`src/rtl/rv_pkg.sv`:
```
// Shared definitions for the fetch front end: NOP encoding, default reset PC,
// fetch FSM state encoding and a word-alignment helper.
package rv_pkg;

  localparam logic [31:0] RV_NOP      = 32'h0000_0013;
  localparam logic [31:0] RV_RESET_PC = 32'h0100_0000;

  typedef enum logic [1:0] {
    ST_IDLE  = 2'd0,
    ST_RUN   = 2'd1,
    ST_DRAIN = 2'd2
  } fetch_state_t;

  function automatic logic [31:0] word_align(input logic [31:0] addr);
    return {addr[31:2], 2'b00};
  endfunction

endpackage

```
`src/rtl/fetch_fifo.sv`:
```
// Synchronous FIFO of {pc, word} entries with flush; head is visible the cycle
// after the push (no bypass). DEPTH must be a power of two.
module fetch_fifo #(
  parameter int DEPTH = 4
) (
  input  logic                     clock,
  input  logic                     reset,
  input  logic                     push,
  input  logic [63:0]              push_data,
  input  logic                     pop,
  input  logic                     flush,
  output logic [63:0]              head,
  output logic [$clog2(DEPTH):0]   count,
  output logic                     empty,
  output logic                     full
);

  localparam int AW = $clog2(DEPTH);

  logic [63:0]   mem [DEPTH];
  logic [AW-1:0] rd_ptr_reg;
  logic [AW-1:0] wr_ptr_reg;
  logic [AW:0]   count_reg;
  logic          pop_ok;
  logic          push_ok;

  assign empty   = (count_reg == '0);
  assign full    = (count_reg == (AW+1)'(DEPTH));
  assign count   = count_reg;
  assign head    = mem[rd_ptr_reg];
  assign pop_ok  = pop && !empty;
  // A full FIFO may still accept a push when the head leaves in the same cycle.
  assign push_ok = push && (!full || pop_ok);

  always_ff @(posedge clock) begin
    if (push_ok && !flush) begin
      mem[wr_ptr_reg] <= push_data;
    end
  end

  always_ff @(posedge clock or posedge reset) begin
    if (reset) begin
      rd_ptr_reg <= '0;
      wr_ptr_reg <= '0;
      count_reg  <= '0;
    end else if (flush) begin
      rd_ptr_reg <= '0;
      wr_ptr_reg <= '0;
      count_reg  <= '0;
    end else begin
      if (push_ok) wr_ptr_reg <= wr_ptr_reg + AW'(1);
      if (pop_ok)  rd_ptr_reg <= rd_ptr_reg + AW'(1);
      count_reg <= count_reg + (AW+1)'(push_ok) - (AW+1)'(pop_ok);
    end
  end

endmodule

```
`src/rtl/fetch_unit.sv`:
```
// Instruction fetch front end: in-order word requests, response buffering and
// redirect flush. Define FETCH_PERF_EN to add perf_fetched/perf_dropped counters.
module fetch_unit
  import rv_pkg::*;
#(
  parameter logic [31:0] RESET_PC   = RV_RESET_PC,
  parameter int          FIFO_DEPTH = 4
) (
  input  logic        clock,
  input  logic        reset,
  output logic        imem_req_valid,
  input  logic        imem_req_ready,
  output logic [31:0] imem_req_addr,
  input  logic        imem_rsp_valid,
  input  logic [31:0] imem_rsp_data,
  output logic        inst_valid,
  input  logic        inst_ready,
  output logic [31:0] inst,
  output logic [31:0] inst_pc,
  input  logic        redirect_valid,
  input  logic [31:0] redirect_pc
`ifdef FETCH_PERF_EN
  ,
  output logic [31:0] perf_fetched,
  output logic [31:0] perf_dropped
`endif
);

  localparam int CW = $clog2(FIFO_DEPTH);

  fetch_state_t state_reg, state_next;
  logic [31:0]  fetch_pc_reg, fetch_pc_next;
  logic [31:0]  rsp_pc_reg, rsp_pc_next;
  logic [CW:0]  outstanding_reg, outstanding_next;
  logic [CW:0]  drop_cnt_reg, drop_cnt_next;

  logic [63:0]  fifo_head;
  logic [CW:0]  fifo_count;
  logic         fifo_empty;
  logic         fifo_full;
  logic [CW+1:0] occupancy;
  logic         req_fire;
  logic         rsp_drop;
  logic         push;
  logic         pop;

  // Outstanding requests reserve FIFO space, so a response never overflows.
  assign occupancy      = {1'b0, outstanding_reg} + {1'b0, fifo_count};
  assign imem_req_valid = (state_reg != ST_IDLE) && !redirect_valid && !fifo_full
                          && (occupancy < (CW+2)'(FIFO_DEPTH));
  assign imem_req_addr  = fetch_pc_reg;
  assign req_fire       = imem_req_valid && imem_req_ready;

  assign rsp_drop = imem_rsp_valid && (redirect_valid || (drop_cnt_reg != '0));
  assign push     = imem_rsp_valid && !rsp_drop;

  assign inst_valid = !fifo_empty && !redirect_valid;
  assign inst       = fifo_empty ? RV_NOP : fifo_head[31:0];
  assign inst_pc    = fifo_empty ? rsp_pc_reg : fifo_head[63:32];
  assign pop        = inst_valid && inst_ready;

  fetch_fifo #(
    .DEPTH (FIFO_DEPTH)
  ) u_fifo (
    .clock     (clock),
    .reset     (reset),
    .push      (push),
    .push_data ({rsp_pc_reg, imem_rsp_data}),
    .pop       (pop),
    .flush     (redirect_valid),
    .head      (fifo_head),
    .count     (fifo_count),
    .empty     (fifo_empty),
    .full      (fifo_full)
  );

  always_comb begin
    state_next       = state_reg;
    fetch_pc_next    = fetch_pc_reg;
    rsp_pc_next      = rsp_pc_reg;
    drop_cnt_next    = drop_cnt_reg;
    outstanding_next = outstanding_reg + (CW+1)'(req_fire) - (CW+1)'(imem_rsp_valid);

    if (redirect_valid) begin
      // Everything accepted before this cycle is stale, including this cycle's response.
      fetch_pc_next = word_align(redirect_pc);
      rsp_pc_next   = word_align(redirect_pc);
      drop_cnt_next = outstanding_reg - (CW+1)'(imem_rsp_valid);
    end else begin
      if (req_fire) fetch_pc_next = fetch_pc_reg + 32'd4;
      if (imem_rsp_valid) begin
        if (drop_cnt_reg != '0) drop_cnt_next = drop_cnt_reg - (CW+1)'(1);
        else                    rsp_pc_next   = rsp_pc_reg + 32'd4;
      end
    end

    case (state_reg)
      ST_IDLE: state_next = ST_RUN;
      default: state_next = (drop_cnt_next != '0) ? ST_DRAIN : ST_RUN;
    endcase
  end

  always_ff @(posedge clock or posedge reset) begin
    if (reset) begin
      state_reg       <= ST_IDLE;
      fetch_pc_reg    <= RESET_PC;
      rsp_pc_reg      <= RESET_PC;
      outstanding_reg <= '0;
      drop_cnt_reg    <= '0;
    end else begin
      state_reg       <= state_next;
      fetch_pc_reg    <= fetch_pc_next;
      rsp_pc_reg      <= rsp_pc_next;
      outstanding_reg <= outstanding_next;
      drop_cnt_reg    <= drop_cnt_next;
    end
  end

`ifdef FETCH_PERF_EN
  logic [31:0] perf_fetched_reg;
  logic [31:0] perf_dropped_reg;

  always_ff @(posedge clock or posedge reset) begin
    if (reset) begin
      perf_fetched_reg <= '0;
      perf_dropped_reg <= '0;
    end else begin
      perf_fetched_reg <= perf_fetched_reg + 32'(push);
      perf_dropped_reg <= perf_dropped_reg + 32'(rsp_drop)
                          + (redirect_valid ? 32'(fifo_count) : 32'd0);
    end
  end

  assign perf_fetched = perf_fetched_reg;
  assign perf_dropped = perf_dropped_reg;
`endif

endmodule

```
`config.mk`:
```
export PLATFORM = sky130hd
export DESIGN_NAME = fetch_unit
export DESIGN_NICKNAME = d
export VERILOG_FILES = /design/src/rtl/rv_pkg.sv /design/src/rtl/fetch_fifo.sv /design/src/rtl/fetch_unit.sv
export SDC_FILE = /design/constraint.sdc
export NUM_CORES = 1
export LEC_CHECK = 0
export ABC_CLOCK_PERIOD_IN_PS = 3500
export CORE_ASPECT_RATIO = 1.5
export CORE_UTILIZATION = 45
export DETAILED_ROUTE_END_ITERATION = 16
export GPL_TIMING_DRIVEN = 0
export HOLD_SLACK_MARGIN = 0.1
export PLACE_DENSITY = 0.73
export SLEW_MARGIN = 40
export SYNTH_ARGS = -nofsm -noshare
export SYNTH_HDL_FRONTEND = slang
export SYNTH_SLANG_ARGS = --single-unit
```
`constraint.sdc`:
```
create_clock -name clock -period 3.5 [get_ports clock]
set_input_delay 0.525 -clock clock [delete_from_list [all_inputs] [get_ports clock]]
set_output_delay 0.525 -clock clock [all_outputs]
set_load 0.01 [all_outputs]
```
==> summary.txt <==
Yosys
  • Number of enable flip-flop cells after synthesis: 248
  • Ys flop type: edfxtp_1
  • Sequential share of the synthesized area: 0.670
  • Ys async rst share: 0.232
  • Top post-synthesis cells by area: edfxtp_1 (54%), dfrtp_1 (13%), mux4_2 (10%), nand2_1 (3.9%), and2_1 (1.8%)
  • Most instantiated cells after synthesis: edfxtp_1 (248), nand2_1 (143), dfrtp_1 (73)
  • Synth Register Bits: 323
  • Post-synth cell types: 58
  • Mapped cell area: 0.0139 mm^2
  • Yosys top cell by area: edfxtp_1
  • Share of the synthesized area in the top cell type: 0.535
  • Mapped Cells: 937
  • Yosys warnings: 0
  • Cell with the most instances after synthesis: edfxtp_1
  • Mean Syn Cell Area: 14.9 um^2

Worst setup path
  • CP cell instances: ha_1 > or4_4 > nor4_4 > buf_4 > clkdlybuf4s50_1
  • Slowest stage cell, crit path: clkdlybuf4s50_1
  • WP buf/inv: 2
  • Worst-path fanout max: 9
  • Worst setup SP type: register
  • Crit path kind: register to output pin
  • Largest delay contributor family on the critical path: simple AND/OR/NAND/NOR gates
  • Slowest stage delay, CP: 560 ps
  • WP data required: just under 3000 ps
  • CP arrival: slightly below 3000 ps
  • Worst Setup End Kind: output pin

Timing
  • Min Tclk post-route: between 3000 and 4000 ps
  • Fin crit share: 0.988
  • Endpoints failing hold: 0
  • Final setup vio count: 0
  • RSZ-0062 raised after global routing: yes
  • Clock skew: 7.66 ps
  • Final max-slew violation count: 0
  • Worst hold-check slack: 323 ps
  • Worst Max-Slew Pin Slew: 787 ps
  • Worst rel slew slack: 0.472
  • Fmax achieved: between 200 and 300 MHz

Flow run
  • MaxCap Viol Count: 0

Floorplanning
  • Chip width: around 150 um
  • Initial core utilization: 0.459
  • Full die area: 0.0316 mm^2
  • Core region area: about 0.030 mm^2
  • I/O pins: 168
  • Chip height: around 220 um
  • Num rows: 78

Global route
  • First-pass GRT wire length: 50.8 mm
  • Initial antenna violation count: 0
  • Vias in the first global route: ~9,000
  • Total GRT Usage: 0.210
  • Remaining Overflow, GRT: 0
  • Largest net degree at the start of global routing: 55

Clocking
  • H-tree depth: 1
  • Sink Count: 323
  • CTS tree: done
  • Number of buffers created by CTS: 29
  • Longest Clk Path Bufs: 3
  • Clk Latency, worst-skew pair: 550 ps
  • CTS Hold Buffers Added: 0
  • Reg clk slew, reported paths: about 60 ps
  • Clock root cell: clkbuf_16

Placement
  • # port buffers: between 150 and 200
  • Inst Count DP: 1,507
  • DP HPWL: 22.4 mm
  • Gpl congestion: 0.929

Cells and area
  • Layout cell share with drive strength beyond 1: 0.146
  • Ant diodes: 0
  • Area Growth Syn to Fin: 24.1%
  • Final net count: 1,224
  • Fill count: 2,428
  • Fin util: 0.569
  • Fin cells: around 1,600
  • Largest register FFs: 248

Power
  • VDD IR max: a little under 0.3 mV
  • PwrDens: ~640 mW/mm^2
  • Pleak: 5.96 nW
  • Total Power: 11.1 mW

Route
  • Via count: 8,687
  • Vias per Instance: 5.58
  • DR pass1 iterations: 5
  • Remaining DRCs: 0
  • DRT Wirelength: approximately 33 mm
  • Routed Antenna Nets: 0
  • Drt wl/cell: ~21 um
  • Initial DRC count: roughly 620

Min path
  • Worst hold-check path type: input pin to asynchronous set/reset pin

Outcome
  • Outcome: completed
## per-stage QoR
| stage | TNS [ps] | setup WS (ps) | cell area [um^2] |
|---|---|---|---|
| 2_1_floorplan | 0 | 50.5 | 13900 |
| 3_3_place_gp | -556400 | -2160 | 16000 |
| 3_5_place_dp | -2990 | -478 | 16200 |
| 4_1_cts | -3.44 | -3.44 | 17200 |
| 5_1_grt | -94.9 | -61.3 | 17300 |
| 6_report | 0 | 42.7 | 17300 |
## logic make-up after synthesis
| group | share of synthesized area |
|---|---|
| AOI/OAI and AO/OA | 0.0401 |
| muxes | 0.108 |
| other | 0.000269 |
| adders and majority gates | 0.0173 |
| and+or+nand+nor | 0.116 |
| xor gates and xnor gates | 0.0264 |
| buffers and inverters | 0.0213 |
| DFF | 0.670 |
## where the power goes
group	internal [mW]	leakage, nW	switching [mW]	total (mW)
clock	1.89	0.467	1.40	3.29
sequential	4.38	3.14	0.320	4.70
combinational	1.59	2.35	1.52	3.11
## layout make-up
cell class	count	area (um^2)	share of cell area
multi-input cells	545	4370	0.253
flip-flops and latches	323	9330	0.540
well taps	400	500	0.0290
clock inverters	24	264	0.0153
repair buffers	169	1770	0.103
inverters	26	105	0.00608
clock buffers	29	726	0.0420
plain buffers	42	206	0.0120
## routing by layer
layer / global-route usage / vias up / share of wire
met5: 0 / - / 0
li1: - / 3947 / -
met2: 0.377 / 332 / 0.52
met4: 0.0860 / 0 / 0.035
met3: 0.0218 / 64 / 0.048
met1: 0.258 / 4344 / 0.40
## worst register-to-register path: cells and delay by family, from the launching register on
| kind | cells | cell delay (ps) |
|---|---|---|
| and+or+nand+nor | 3 | 950 |
| adders and majority gates | 4 | 1070 |
| xor gates and xnor gates | 2 | 260 |
| buffers and inverters | 5 | 550 |
| DFF | 1 | 460 |
## final timing paths
path / start / to / slack, ps / depth (start not counted)
worst max-delay path: u_fifo.count[2]$_DFF_PP0_ / imem_req_valid / 40 / 5
worst min-delay path: reset / imem_req_addr[23]$_DFFE_PP0P_ / 320 / 2
worst max register to register: u_fifo.count[2]$_DFF_PP0_ / outstanding_reg[2]$_DFF_PP0_ / 90 / 14
worst min register to register: state_reg[1]$_DFF_PP0_ / state_reg[0]$_DFF_PP0_ / 500 / 1
max in group asynchronous: reset / rsp_pc_reg[24]$_DFFE_PP1P_ / 2610 / 3
min in group clock: redirect_valid / imem_req_addr[21]$_DFFE_PP0P_ / 380 / 3
## cells in the final DEF (no fill, tap or decap), drive strengths merged, types with 4 or more instances in the layout
master / netlist / layout
nor3: 14 / 14
and2: 41 / 41
o211ai: 9 / 9
o311ai: 4 / 4
nand3: 35 / 35
or3: 8 / 8
a21oi: 11 / 11
edfxtp: 248 / 248
nor3b: 4 / 4
nor4: 7 / 7
nand2: 143 / 143
clkbuf: 29 / 54
o21ai: 31 / 31
xnor2: 14 / 14
buf: 17 / 26
clkinvlp: 0 / 6
clkinv: 0 / 12
nand4: 28 / 28
conb: 1 / 4
xor2: 28 / 28
mux2: 7 / 7
dfrtp: 73 / 73
inv: 26 / 27
mux4: 62 / 62
bufinv: 0 / 5
o31a: 5 / 5
clkdlybuf4s50: 0 / 159
or4: 4 / 4
nor2: 18 / 18
a221o: 5 / 5
and3: 10 / 10
ha: 16 / 16
## repair_timing
| item | 4_1_cts | 5_1_grt |
|---|---|---|
| setup buffers | 2 | 0 |
| resized for setup | 13 | 3 |
| pin swaps | 1 | 1 |
| endpoints found under the setup margin | 62 | 25 |
Power figures use the tool's default switching activity.
